[config.mk]
export PLATFORM = sky130hd
export DESIGN_NAME = wgt_fifo_rd_ctrl
export DESIGN_NICKNAME = d
export VERILOG_FILES = /design/src/rtl/wgt_pkg.sv /design/src/rtl/wgt_fifo_rd_ctrl_rd_en_skew.sv /design/src/rtl/wgt_fifo_rd_ctrl.sv
export SDC_FILE = /design/constraint.sdc
export NUM_CORES = 1
export LEC_CHECK = 0
export CAP_MARGIN = 25
export CORE_MARGIN = 8
export CORE_UTILIZATION = 60
export CTS_CLUSTER_DIAMETER = 40
export CTS_CLUSTER_SIZE = 10
export DETAILED_ROUTE_END_ITERATION = 12
export DONT_BUFFER_PORTS = 1
export GPL_TIMING_DRIVEN = 0
export PLACE_DENSITY = 0.76
export SETUP_SLACK_MARGIN = 0.3
export SLEW_MARGIN = 20
export SYNTH_ARGS = -nofsm -noshare
export SYNTH_HDL_FRONTEND = slang
export SYNTH_SLANG_ARGS = --single-unit
[constraint.sdc]
create_clock -name clk -period 4.2 [get_ports clk]
set_input_delay 0.84 -clock clk [delete_from_list [all_inputs] [get_ports clk]]
set_output_delay 0.84 -clock clk [all_outputs]
set_load 0.03 [all_outputs]
[src/rtl/wgt_pkg.sv]
// wgt_pkg
//   Types and widths shared by the weight-FIFO read controller and its
//   skew sub-module.
//   LEN_W  : width of the per-pass word count (wgt_len)
//   SIZE_W : width of the active-FIFO count (read_wgt_size)
//   PASS_W : width of the pass count (num_pass, multipass builds only)
//   wgt_rd_state_e : controller state encoding
package wgt_pkg;

    localparam int LEN_W  = 13;
    localparam int SIZE_W = 5;
    localparam int PASS_W = 8;

    typedef enum logic [2:0] {
        ST_IDLE  = 3'd0,
        ST_CLR   = 3'd1,
        ST_RUN   = 3'd2,
        ST_DRAIN = 3'd3,
        ST_FIN   = 3'd4
    } wgt_rd_state_e;

endpackage

[src/rtl/wgt_fifo_rd_ctrl_rd_en_skew.sv]
// rd_en_skew
//   Stallable skew shift register producing the per-FIFO read enables.
//   Bit 0 takes the head read request; bit i is bit i-1 one shift later,
//   so each FIFO reads one cycle after its neighbour (systolic skew).
//   Bits at or above the active size are masked to zero.
//   Ports:
//     clk, rst  : clock, asynchronous active-high reset
//     i_shift   : advance the register this cycle
//     i_head    : value shifted into bit 0
//     i_stall   : forces o_rd_en to zero while high (register untouched)
//     i_size    : number of active FIFOs (1..NUM_FIFO)
//     o_rd_en   : per-FIFO read enables
module rd_en_skew
    import wgt_pkg::*;
#(
    parameter int NUM_FIFO = 16,
    parameter int SZ_W     = 5
) (
    input  logic                clk,
    input  logic                rst,
    input  logic                i_shift,
    input  logic                i_head,
    input  logic                i_stall,
    input  logic [SZ_W-1:0]     i_size,
    output logic [NUM_FIFO-1:0] o_rd_en
);

    logic [NUM_FIFO-1:0] r_sr;
    logic [NUM_FIFO-1:0] w_mask;
    logic [NUM_FIFO-1:0] w_next;

    genvar gi;
    generate
        for (gi = 0; gi < NUM_FIFO; gi++) begin : g_lane
            assign w_mask[gi] = (gi < int'(i_size));
            if (gi == 0) begin : g_head
                assign w_next[gi] = i_head & w_mask[gi];
            end else begin : g_tail
                assign w_next[gi] = r_sr[gi-1] & w_mask[gi];
            end
        end
    endgenerate

    always_ff @(posedge clk or posedge rst) begin
        if (rst) begin
            r_sr <= '0;
        end else if (i_shift) begin
            r_sr <= w_next;
        end
    end

    // Stall must blank the enables in the same cycle it is raised, so the
    // gating is combinational; the frozen register keeps the skew intact.
    assign o_rd_en = i_stall ? '0 : r_sr;

endmodule

[src/rtl/wgt_fifo_rd_ctrl.sv]
// wgt_fifo_rd_ctrl
//   Read controller for NUM_FIFO weight FIFOs feeding a systolic array.
//   One job: clear read pointers (CLR), issue wgt_len head reads (RUN),
//   let the skew register empty (DRAIN), then pulse done (FIN).
//   Optional feature macro: WGT_RD_MULTIPASS_EN adds num_pass and repeats
//   CLR/RUN/DRAIN num_pass times per job.
//   Ports:
//     clk, rst      : clock, asynchronous active-high reset
//     start         : job request, sampled only while idle
//     wgt_len       : words per FIFO per pass (clamped to MAX_WGT_FIFO_SIZE)
//     read_wgt_size : active FIFO count (0 or >NUM_FIFO means NUM_FIFO)
//     stall         : freezes read issue while high
//     num_pass      : passes per job, 0 means 1 (multipass builds only)
//     rd_en         : skewed per-FIFO read enables
//     rd_clr        : read-pointer clear pulse
//     busy          : job in progress
//     done          : one-cycle job-complete pulse
module wgt_fifo_rd_ctrl
    import wgt_pkg::*;
#(
    parameter int NUM_FIFO          = 16,
    parameter int MAX_WGT_FIFO_SIZE = 4608
) (
    input  logic                clk,
    input  logic                rst,
    input  logic                start,
    input  logic [LEN_W-1:0]    wgt_len,
    input  logic [SIZE_W-1:0]   read_wgt_size,
    input  logic                stall,
`ifdef WGT_RD_MULTIPASS_EN
    input  logic [PASS_W-1:0]   num_pass,
`endif
    output logic [NUM_FIFO-1:0] rd_en,
    output logic                rd_clr,
    output logic                busy,
    output logic                done
);

    localparam int SZ_W = $clog2(NUM_FIFO + 1);

    wgt_rd_state_e   r_state;
    logic [LEN_W-1:0] r_len;
    logic [LEN_W-1:0] r_head_rem;
    logic [SZ_W-1:0]  r_size;
    logic [SZ_W-1:0]  r_drain_cnt;
    logic             r_rd_clr;
    logic             r_busy;
    logic             r_done;
`ifdef WGT_RD_MULTIPASS_EN
    logic [PASS_W-1:0] r_pass_left;
`endif

    logic [LEN_W-1:0] w_len_eff;
    logic [SZ_W-1:0]  w_size_eff;
    logic             w_last_pass;
    logic             w_shift;
    logic             w_head;

    assign w_len_eff  = (32'(wgt_len) > MAX_WGT_FIFO_SIZE) ? LEN_W'(MAX_WGT_FIFO_SIZE) : wgt_len;
    assign w_size_eff = (read_wgt_size == '0 || 32'(read_wgt_size) > NUM_FIFO)
                        ? SZ_W'(NUM_FIFO) : SZ_W'(read_wgt_size);

`ifdef WGT_RD_MULTIPASS_EN
    assign w_last_pass = (r_pass_left <= PASS_W'(1));
`else
    assign w_last_pass = 1'b1;
`endif

    // CLR seeds the first head read so rd_en[0] rises on the first RUN
    // cycle; RUN keeps feeding ones until the head count runs out.
    assign w_shift = (r_state == ST_CLR) ||
                     (((r_state == ST_RUN) || (r_state == ST_DRAIN)) && !stall);
    assign w_head  = (r_state == ST_CLR) ||
                     ((r_state == ST_RUN) && (r_head_rem != '0));

    always_ff @(posedge clk or posedge rst) begin
        if (rst) begin
            r_state     <= ST_IDLE;
            r_len       <= '0;
            r_head_rem  <= '0;
            r_size      <= '0;
            r_drain_cnt <= '0;
            r_rd_clr    <= 1'b0;
            r_busy      <= 1'b0;
            r_done      <= 1'b0;
`ifdef WGT_RD_MULTIPASS_EN
            r_pass_left <= '0;
`endif
        end else begin
            r_rd_clr <= 1'b0;
            r_done   <= 1'b0;
            case (r_state)
                ST_IDLE: begin
                    if (start) begin
                        r_len  <= w_len_eff;
                        r_size <= w_size_eff;
                        r_busy <= 1'b1;
`ifdef WGT_RD_MULTIPASS_EN
                        r_pass_left <= (num_pass == '0) ? PASS_W'(1) : num_pass;
`endif
                        if (w_len_eff == '0) begin
                            r_state <= ST_FIN;
                            r_done  <= 1'b1;
                        end else begin
                            r_state  <= ST_CLR;
                            r_rd_clr <= 1'b1;
                        end
                    end
                end
                ST_CLR: begin
                    // The seed read counts as the first of r_len.
                    r_state    <= ST_RUN;
                    r_head_rem <= r_len - LEN_W'(1);
                end
                ST_RUN: begin
                    if (!stall) begin
                        if (r_head_rem != '0) begin
                            r_head_rem <= r_head_rem - LEN_W'(1);
                        end else if (r_size > SZ_W'(1)) begin
                            // Last head read leaves now; size-1 more shifts
                            // push it through the far lane.
                            r_state     <= ST_DRAIN;
                            r_drain_cnt <= r_size - SZ_W'(2);
                        end else if (w_last_pass) begin
                            r_state <= ST_FIN;
                            r_done  <= 1'b1;
                        end else begin
                            r_state  <= ST_CLR;
                            r_rd_clr <= 1'b1;
`ifdef WGT_RD_MULTIPASS_EN
                            r_pass_left <= r_pass_left - PASS_W'(1);
`endif
                        end
                    end
                end
                ST_DRAIN: begin
                    if (!stall) begin
                        if (r_drain_cnt != '0) begin
                            r_drain_cnt <= r_drain_cnt - SZ_W'(1);
                        end else if (w_last_pass) begin
                            r_state <= ST_FIN;
                            r_done  <= 1'b1;
                        end else begin
                            r_state  <= ST_CLR;
                            r_rd_clr <= 1'b1;
`ifdef WGT_RD_MULTIPASS_EN
                            r_pass_left <= r_pass_left - PASS_W'(1);
`endif
                        end
                    end
                end
                ST_FIN: begin
                    r_state <= ST_IDLE;
                    r_busy  <= 1'b0;
                end
                default: begin
                    r_state <= ST_IDLE;
                    r_busy  <= 1'b0;
                end
            endcase
        end
    end

    rd_en_skew #(
        .NUM_FIFO (NUM_FIFO),
        .SZ_W     (SZ_W)
    ) u_skew (
        .clk     (clk),
        .rst     (rst),
        .i_shift (w_shift),
        .i_head  (w_head),
        .i_stall (stall),
        .i_size  (r_size),
        .o_rd_en (rd_en)
    );

    assign rd_clr = r_rd_clr;
    assign busy   = r_busy;
    assign done   = r_done;

endmodule

Word level (Yosys, flattened, before mapping):

Cells that the tools add are included.

* bits in registers: 58
* output and inout bits: 19
* word-level logic and storage cells: 113

* add/subtract/negate cells: 4
* magnitude comparators: 19
* equal/unequal tests: 11
* multiplexer cells: 33
* bitwise gates (word level): 17
* reduce and logical (&&, ||, !) cells: 20

Operators by type and width (count)
* 4-bit by 5-bit less-than comparator with 1-bit output (first input constant): 8
* 13-bit two-way mux: 3
* 5-bit two-way mux: 6
* 13-bit one-hot mux with 2 select lines: 1
* 13-bit by 1-bit subtractor with 13-bit output (second input constant): 2
* 3-bit two-way mux: 7
* 3-bit by 5-bit less-than comparator with 1-bit output (first input constant): 4
* 1-bit bitwise AND: 16
* 16-bit two-way mux: 1
* 13-bit greater-than comparator (second input constant): 1
* 13-bit logical NOT: 1
* 13-bit nonzero test: 1
* 3-bit one-hot mux with 4 select lines: 1
* 1-bit two-way mux: 11
* 1-bit by 5-bit less-than comparator with 1-bit output (first input constant): 2
* 2-bit by 5-bit less-than comparator with 1-bit output (first input constant): 2
* 2-bit inequality test (second input constant): 5
* 5-bit one-hot mux with 2 select lines: 1
* 3-bit by 2-bit == test with 1-bit output (second input constant): 2
* 2-bit by 1-bit inequality test with 1-bit output (second input constant): 3
* 6-bit AND reduction: 1
* 5-bit by 1-bit greater-than comparator with 1-bit output (second input constant): 1
* 5-bit greater-than comparator (second input constant): 1
* 5-bit logical NOT: 1
* other kinds (16): 22

Depth between registers and ports, before layout:

Gate-level depths: netlist (run 1).

* depth in word-level cells: 6
* mapped depth: 12
* mapped depth without buffers: 8

By module:

From an unflattened synthesis (run 1), not the netlist that was laid out.

* cell total of the unflattened synthesis: 434
* area total of the unflattened synthesis: 3608.5 sq um

Modules (own cells, without submodules)
* wgt_fifo_rd_ctrl: instances 1, cells each 334, area each 2752.6 sq um, sequential area each 1051.0 sq um
* rd_en_skew: instances 1, cells each 100, area each 855.8 sq um, sequential area each 400.4 sq um

Worst setup path before layout (run 1):

OpenSTA, ideal clock, no wires.

* path type: flip-flop to flip-flop
* from: register r_state[2]
* to: register r_head_rem[6]
* setup time: 0.124 ns
* data arrival time: 2.786 ns
* required time: 4.076 ns
* path slack: 1.290 ns
* stages on the path, launching flop included: 13
* path through: dfrtp_1 -> buf_2 -> nor3b_4 -> buf_2 -> buf_2 -> mux2i_1 -> ha_1 -> clkbuf_1 -> nor3b_1 -> mux2i_1 -> a21oi_1 -> o21ai_0 -> a211o_1

* longest elaborated chain between the ends: 3
* elaborated cells between the ends (all ways): 7
* classes of those cells: eq/ne (4); mux (1); reduce/logical (2)

Ends and longest elaborated chain
* from (decl): line wgt_fifo_rd_ctrl.sv:41 `wgt_rd_state_e r_state;`
* from (signal assigned): line wgt_fifo_rd_ctrl.sv:78 `r_state <= ST_IDLE;`
* from (signal assigned): line wgt_fifo_rd_ctrl.sv:102 `r_state <= ST_FIN;`
* from (signal assigned): line wgt_fifo_rd_ctrl.sv:105 `r_state <= ST_CLR;`
* 3-bit by 2-bit == test with 1-bit output / 3-bit by 1-bit == test with 1-bit output (equally long branches): line wgt_fifo_rd_ctrl.sv:92 `case (r_state)`
* 2-bit by 1-bit inequality test with 1-bit output (no line) (tied with other cells)
* 3-bit AND reduction (no line)
* to (signal assigned): line wgt_fifo_rd_ctrl.sv:113 `r_head_rem <= r_len - LEN_W'(1);`
* to (signal assigned): line wgt_fifo_rd_ctrl.sv:118 `r_head_rem <= r_head_rem - LEN_W'(1);`
* to (decl): line wgt_fifo_rd_ctrl.sv:43 `logic [LEN_W-1:0] r_head_rem;`

Several ways; a longest one is shown, not always the timed one.
A chain may end at the register's enable or synchronous reset.

Worst setup path after layout (run 1):

Ends and elaborated chain as after synthesis.

==> impl_results.md, run 1 <==
* Status: finished clean
* Slew @ Worst Pin at 914 ps
* Sequential share of the synthesized area at 0.412
* Crit path DAT at 3840 ps
* P_leak at 1.61 nW
* CTS root buffer: clkbuf_8
* Max Clk Rate at 276 MHz
* Clock skew after layout at 9.01 ps
* Syn_nets at 437
* Pin count of the biggest net entering global routing at 59
* Yosys reg bits at 58
* CTS max path bufs at 2
* Detail Route Antenna Nets at 0
* First-pass GRT wire length at 15000 um
* Final Max Tran Viols at 0
* Layout area overhead at 7.88%
* Io pins at 41
* CTS Sinks at 58
* Netlist Area Pre-Place at 0.00352 mm2
* Diodes inserted at 0
* Total gr overflow at 0
* Layout Utilization at 0.654
* Fill cell count at 522
* Final TNS setup at 0 ps
* Setup ws final at 582 ps
* Rows at 28
* Area of the multi-input gates at 0.00195 mm2
* Critical R2R Launch: r_state[2]$_DFFE_PP0P_
* Via count at 3172
* Tmin final at 3620 ps
* Fin crit share at 0.861
* Worst Path Class, Setup: register to register
* Share of layout cells above drive strength 1 at 0.0898
* Avg Cell Area, Syn at 8.66 um2
* CP dominant cell by count: buf_2
* DRT iter0 DRCs at 313
* Crit path required time at 4420 ps
* Chip height at 92.6 um
* Power Density at 560 mW/mm2
* Register area at 0.00145 mm2
* Crit path max-delay cell type: dfrtp_1
* GRT Total Usage at 0.217
* Post-detailed-placement half-perimeter wirelength at 6600 um
* Clock transition at path regs at 70 ps
* CP delay by family, top: buffers and inverters
* Finish-stage setup viols at 0
* R2R cell count at 12
* Most common cell after layout, fill and taps aside: dfrtp_1
* Total Wirelength at 8940 um
* Hold slack at 485 ps
* Synthesized instance count at 407
* CTS Hold Bufs at 0
* Initial antenna violation count at 0
* Critical path peak fanout at 10
* RD Place Congestion at 0.953
* Max Cap Violations at 0
* Worst-skew pair later-pin latency at 340 ps
* Async SR Flop Fraction at 1.00
* Crit-path max cell delay at 430 ps
* Pre-Repair DR Iteration Count at 5
* Die Area at 0.00858 mm2
* Place WS at 531 ps
* Unrepaired setup endpoints after global routing: false
* Post-CTS resize count at 0
* DRC at 0
* Worst IR Drop VDD at 0.362 mV
* Die span in x at 92.6 um
* Vias in the first global route at 2982
* Post-synth EDFFs at 0
* FF-to-FF End: r_head_rem[6]$_DFFE_PP0P_
* CP cell instances: buf_2, nor3b_4, buf_2, buf_2, mux2i_1, ha_1, clkbuf_2, nor3b_1, mux2i_1, a21oi_1, o21ai_0, a211o_1
* Setup bufs post-CTS at 0
* Slew HR at 0.387
* Critical Path Sink Type: register
* Top FF cell, synth: dfrtp_1
* Hold Path Class: input pin to asynchronous set/reset pin
* Core Area at 0.00582 mm2
* Post-DR vias/cell at 6.37
* Number of buffers added on ports at 0
* Post-synthesis cell type count at 58
* Htree depth at 3
* Total CTS buffers at 9
* Final total power at 2.13 mW
* Setup slack, reg-to-reg at 580 ps
* Most frequent cells in the layout: dfrtp_1 (58), nand2_1 (56), o21ai_0 (43)
* Initial core utilization at 0.606
* Drt wl/cell at 17.9 um
* CP startpoint kind: register
* Critical path buffers and inverters at 4
* Nets@finish at 448
* Final hold vios at 0
* Yosys warns at 0
* CTS tree: yes
[sequential cells by signal, indices dropped and copies added (netlist names), 3 cells and up]
| signal | flops |
|---|---|
| r_len | 13 |
| r_drain_cnt | 5 |
| r_size | 5 |
| r_state | 3 |
| u_skew.r_sr | 16 |
| r_head_rem | 13 |
[area by class of cell]
class,instances,area share
sequential,58,0.382
multi-input combinational,318,0.512
clock inverter,6,0.0112
buffer,21,0.0240
clock buffer,10,0.0362
tap,75,0.0247
inverter,10,0.0105
[metrics by stage]
stage	instances	area (um2)
final	498	3800
after global routing	498	3800
after CTS	498	3800
after detailed placement	482	3620
after global placement	482	3620
after floorplan	407	3520
[routing by layer]
metal	vias up	part of all wire	global-route usage
met5	-	0	0
met4	0	0.015	0.0671
met3	16	0.089	0.0696
met2	127	0.44	0.319
met1	1525	0.46	0.298
li1	1504	-	-
[where the power goes]
| group | total, mW | switching (mW) | internal, mW |
|---|---|---|---|
| Clock | 0.466 | 0.237 | 0.229 |
| Sequential | 0.952 | 0.245 | 0.707 |
| Combinational | 0.712 | 0.419 | 0.293 |
| Total | 2.13 | 0.901 | 1.23 |
[logic make-up (layout without fill, tap and decap cells)]
logic type / Yosys count / in the layout / share of synthesized area
muxes: 10 / 10 / 0.0295
AOI/OAI and AO/OA: 119 / 119 / 0.217
and+or+nand+nor: 178 / 178 / 0.269
adders and majority gates: 8 / 8 / 0.0284
DFF: 58 / 58 / 0.412
xor gates and xnor gates: 3 / 3 / 0.00746
buffers and inverters: 31 / 47 / 0.0362
[how the worst max path moves through the flow]
stage,cells past startpoint,endpoint,start
after global routing,12,r_head_rem[6]$_DFFE_PP0P_,r_state[2]$_DFFE_PP0P_
final,12,r_head_rem[6]$_DFFE_PP0P_,r_state[2]$_DFFE_PP0P_
after floorplan,12,r_head_rem[6]$_DFFE_PP0P_,r_state[2]$_DFFE_PP0P_
after CTS,12,r_head_rem[6]$_DFFE_PP0P_,r_state[2]$_DFFE_PP0P_
after global placement,12,r_head_rem[6]$_DFFE_PP0P_,r_state[2]$_DFFE_PP0P_
after detailed placement,12,r_head_rem[6]$_DFFE_PP0P_,r_state[2]$_DFFE_PP0P_
[synthesized netlist by cell type (3+ instances only)]
cell type,instances,area share
o22ai_1,3,0.0053
o21ai_1,3,0.0043
or3b_2,3,0.0075
nand3_1,11,0.016
clkbuf_1,13,0.014
inv_1,10,0.011
a21oi_1,25,0.035
o21ai_0,43,0.061
mux2i_1,7,0.020
buf_2,6,0.0085
a22o_1,12,0.030
dfrtp_1,58,0.41
o2111ai_1,3,0.0075
mux2_2,3,0.0096
a21o_1,3,0.0064
ha_1,8,0.028
a211oi_1,3,0.0064
nor4_1,9,0.016
nand3b_1,4,0.0085
nor2b_1,22,0.039
a211o_1,4,0.0099
nand2b_1,5,0.0089
nor3_1,12,0.017
nand4_1,7,0.012
nand2_1,56,0.060
nor2_1,28,0.030
nor3b_1,3,0.0064
or3_1,5,0.0089
(Power assumes the default switching activity.)
==> run 2: changes to the inputs <==
Settings changed: CORE_MARGIN 8 to 1.
==> run 2 against run 1 <==
Against the previous run: final area rose by 0.16%; critical path depth unchanged; sequential power is essentially flat; first-iteration DRC count grew 3.8%; clock skew rose by 6.2 ps; die area fell by 28%; sequential share of layout area decreased by 0.063 points; register-to-register slack improved by 40 ps; flip-flop and latch count unchanged; global-route usage increased by 8.2 points; maximum frequency up 1.2%; via count barely moved.
==> impl_results.md, run 2 (synthesis results as in run 1) <==
* Status: finished clean
* Layout Utilization at 0.683 (+0.0294)
* RD Place Congestion at 0.903 (-5.3%)
* Worst IR Drop VDD at 0.380 mV (+5.0%)
* CTS root buffer: clkbuf_8
* Crit path DAT at 3790 ps (-50 ps)
* Critical Path Sink Type: register
* Initial antenna violation count at 0 (unchanged)
* Setup bufs post-CTS at 0 (unchanged)
* Pre-Repair DR Iteration Count at 5 (unchanged)
* Rows at 27 (-3.6%)
* CTS Sinks at 58 (unchanged)
* Worst Path Class, Setup: register to register
* Most common cell after layout, fill and taps aside: dfrtp_1
* Total gr overflow at 0 (unchanged)
* Top Registers: u_skew.r_sr x16, r_head_rem x13, r_len x13
* Clock skew after layout at 15.2 ps (+6.22 ps)
* Max reg flops at 16 (unchanged)
* Final Max Tran Viols at 0 (unchanged)
* Post-detailed-placement half-perimeter wirelength at 6010 um (-8.9%)
* Initial core utilization at 0.632 (+0.0263)
* Clock transition at path regs at 70 ps (about the same)
* Drt wl/cell at 17.2 um (-4.4%)
* Largest Register: u_skew.r_sr
* Htree depth at 3 (unchanged)
* Via count at 3175 (+0.095%)
* Max Clk Rate at 280 MHz (+1.2%)
* Slew HR at 0.458 (+0.0707)
* Nets@finish at 448 (unchanged)
* Fin crit share at 0.852 (-0.00986)
* DRC at 0 (unchanged)
* Chip height at 78.6 um (-15%)
* First-pass GRT wire length at 14200 um (-5.5%)
* CP startpoint kind: register
* DRT iter0 DRCs at 325 (+3.8%)
* Post-route cell area at 0.00381 mm2 (+0.16%)
* Max Cap Violations at 0 (unchanged)
* Total Wirelength at 8460 um (-5.4%)
* Post-route insts no fill at 493 (-1.0%)
* Die Area at 0.00619 mm2 (-28%)
* Crit path required time at 4420 ps (about the same)
* Number of buffers added on ports at 0 (unchanged)
* CTS Hold Bufs at 0 (unchanged)
* GRT Total Usage at 0.299 (+0.0817)
* Detail Route Antenna Nets at 0 (unchanged)
* Share of layout cells above drive strength 1 at 0.0831 (-0.00670)
* Core Area at 0.00557 mm2 (-4.2%)
* Layout area overhead at 8.06%
* Slew @ Worst Pin at 808 ps (-105 ps)
* Critical path peak fanout at 10 (unchanged)
* Diodes inserted at 0 (unchanged)
* Finish-stage setup viols at 0 (unchanged)
* CTS max path bufs at 2 (unchanged)
* Total CTS buffers at 9 (unchanged)
* Fill cell count at 464 (-11%)
* Tmin final at 3580 ps (-41.4 ps)
* Worst-skew pair later-pin latency at 350 ps (about the same)
* Final hold vios at 0 (unchanged)
* Crit-path max cell delay at 410 ps (-20 ps)
* Crit path max-delay cell type: nor3b_4
* Post-CTS resize count at 0 (unchanged)
* Power Density at 570 mW/mm2 (+1.7%)
* Placed insts at 479 (-0.62%)
* Die span in x at 78.6 um (-15%)
* CP cell instances: buf_2, nor3b_4, buf_2, buf_2, mux2i_1, ha_1, clkbuf_1, nor3b_1, mux2i_1, a21oi_1, o21ai_0, a211o_1
* Hold slack at 467 ps (-17.9 ps)
* Most frequent cells in the layout: dfrtp_1 (58), nand2_1 (56), o21ai_0 (43)
* Post-DR vias/cell at 6.44 (+1.1%)
* Unrepaired setup endpoints after global routing: false
* P_leak at 1.62 nW (+0.59%)
* CTS tree: yes
* Area post-placement at 0.00362 mm2 (-0.10%)
* Vias in the first global route at 2957 (-0.84%)
* Hold Path Class: register to register
* Io pins at 41 (unchanged)
* Pin count of the biggest net entering global routing at 59 (unchanged)
* CP dominant cell by count: buf_2
* Final TNS setup at 0 ps (unchanged)
## run 2: layout make-up
type	count	area (um2)	share of cell area
Clock buffer	11	151	0.0398
Multi-Input combinational cell	318	1950	0.511
Buffer	21	90.1	0.0237
Clock inverter	3	40.0	0.0105
Tap cell	72	90.1	0.0237
Inverter	10	40.0	0.0105
Sequential cell	58	1450	0.381
## run 2: where the power goes
| group | switching (mW) | internal [mW] | leakage, nW | total [mW] |
|---|---|---|---|---|
| combinational | 0.408 | 0.291 | 0.771 | 0.699 |
| sequential | 0.242 | 0.708 | 0.749 | 0.949 |
| clock | 0.225 | 0.298 | 0.101 | 0.522 |
## run 2: path summary, 6_finish.rpt
check | start | to | slack (ps) | cells after the start
setup / recovery | r_state[2]$_DFFE_PP0P_ | r_head_rem[6]$_DFFE_PP0P_ | 620 | 12
hold / removal | u_skew.r_sr[15]$_DFFE_PP0P_ | u_skew.r_sr[15]$_DFFE_PP0P_ | 470 | 2
setup reg to reg | r_state[2]$_DFFE_PP0P_ | r_head_rem[6]$_DFFE_PP0P_ | 620 | 12
hold reg to reg | u_skew.r_sr[15]$_DFFE_PP0P_ | u_skew.r_sr[15]$_DFFE_PP0P_ | 470 | 2
max in group asynchronous | rst | r_size[4]$_DFFE_PP0P_ | 3240 | 1
min in group asynchronous | rst | r_head_rem[11]$_DFFE_PP0P_ | 480 | 1
## run 2: critical path, delay by kind of cell, from the launching register on
kind,cells,cell delay (ps)
AOI/OAI and AO/OA,3,690
DFF,1,400
buffers and inverters,4,1090
muxes,2,430
and+or+nand+nor,2,660
adders and majority gates,1,170
## run 2: through the flow
stage,power [mW],setup slack [ps]
2_1_floorplan,1.45,1290
5_1_grt,2.31,428
4_1_cts,2.16,720
3_5_place_dp,1.64,769
3_3_place_gp,1.61,784
6_report,2.17,623
## run 2: layer usage
metal | track usage | part of all wire | up-vias
met2 | 0.419 | 0.42 | 153
met4 | 0.130 | 0.020 | 0
met1 | 0.449 | 0.48 | 1490
met5 | 0 | 0 | -
met3 | 0.0535 | 0.072 | 23
li1 | - | - | 1509
==> run 3: changes to the inputs <==
Settings changed: CTS_CLUSTER_SIZE 10 to 40.
==> results of run 3 <==
Same layout as run 2: the final DEF is identical, and so are final timing and power.
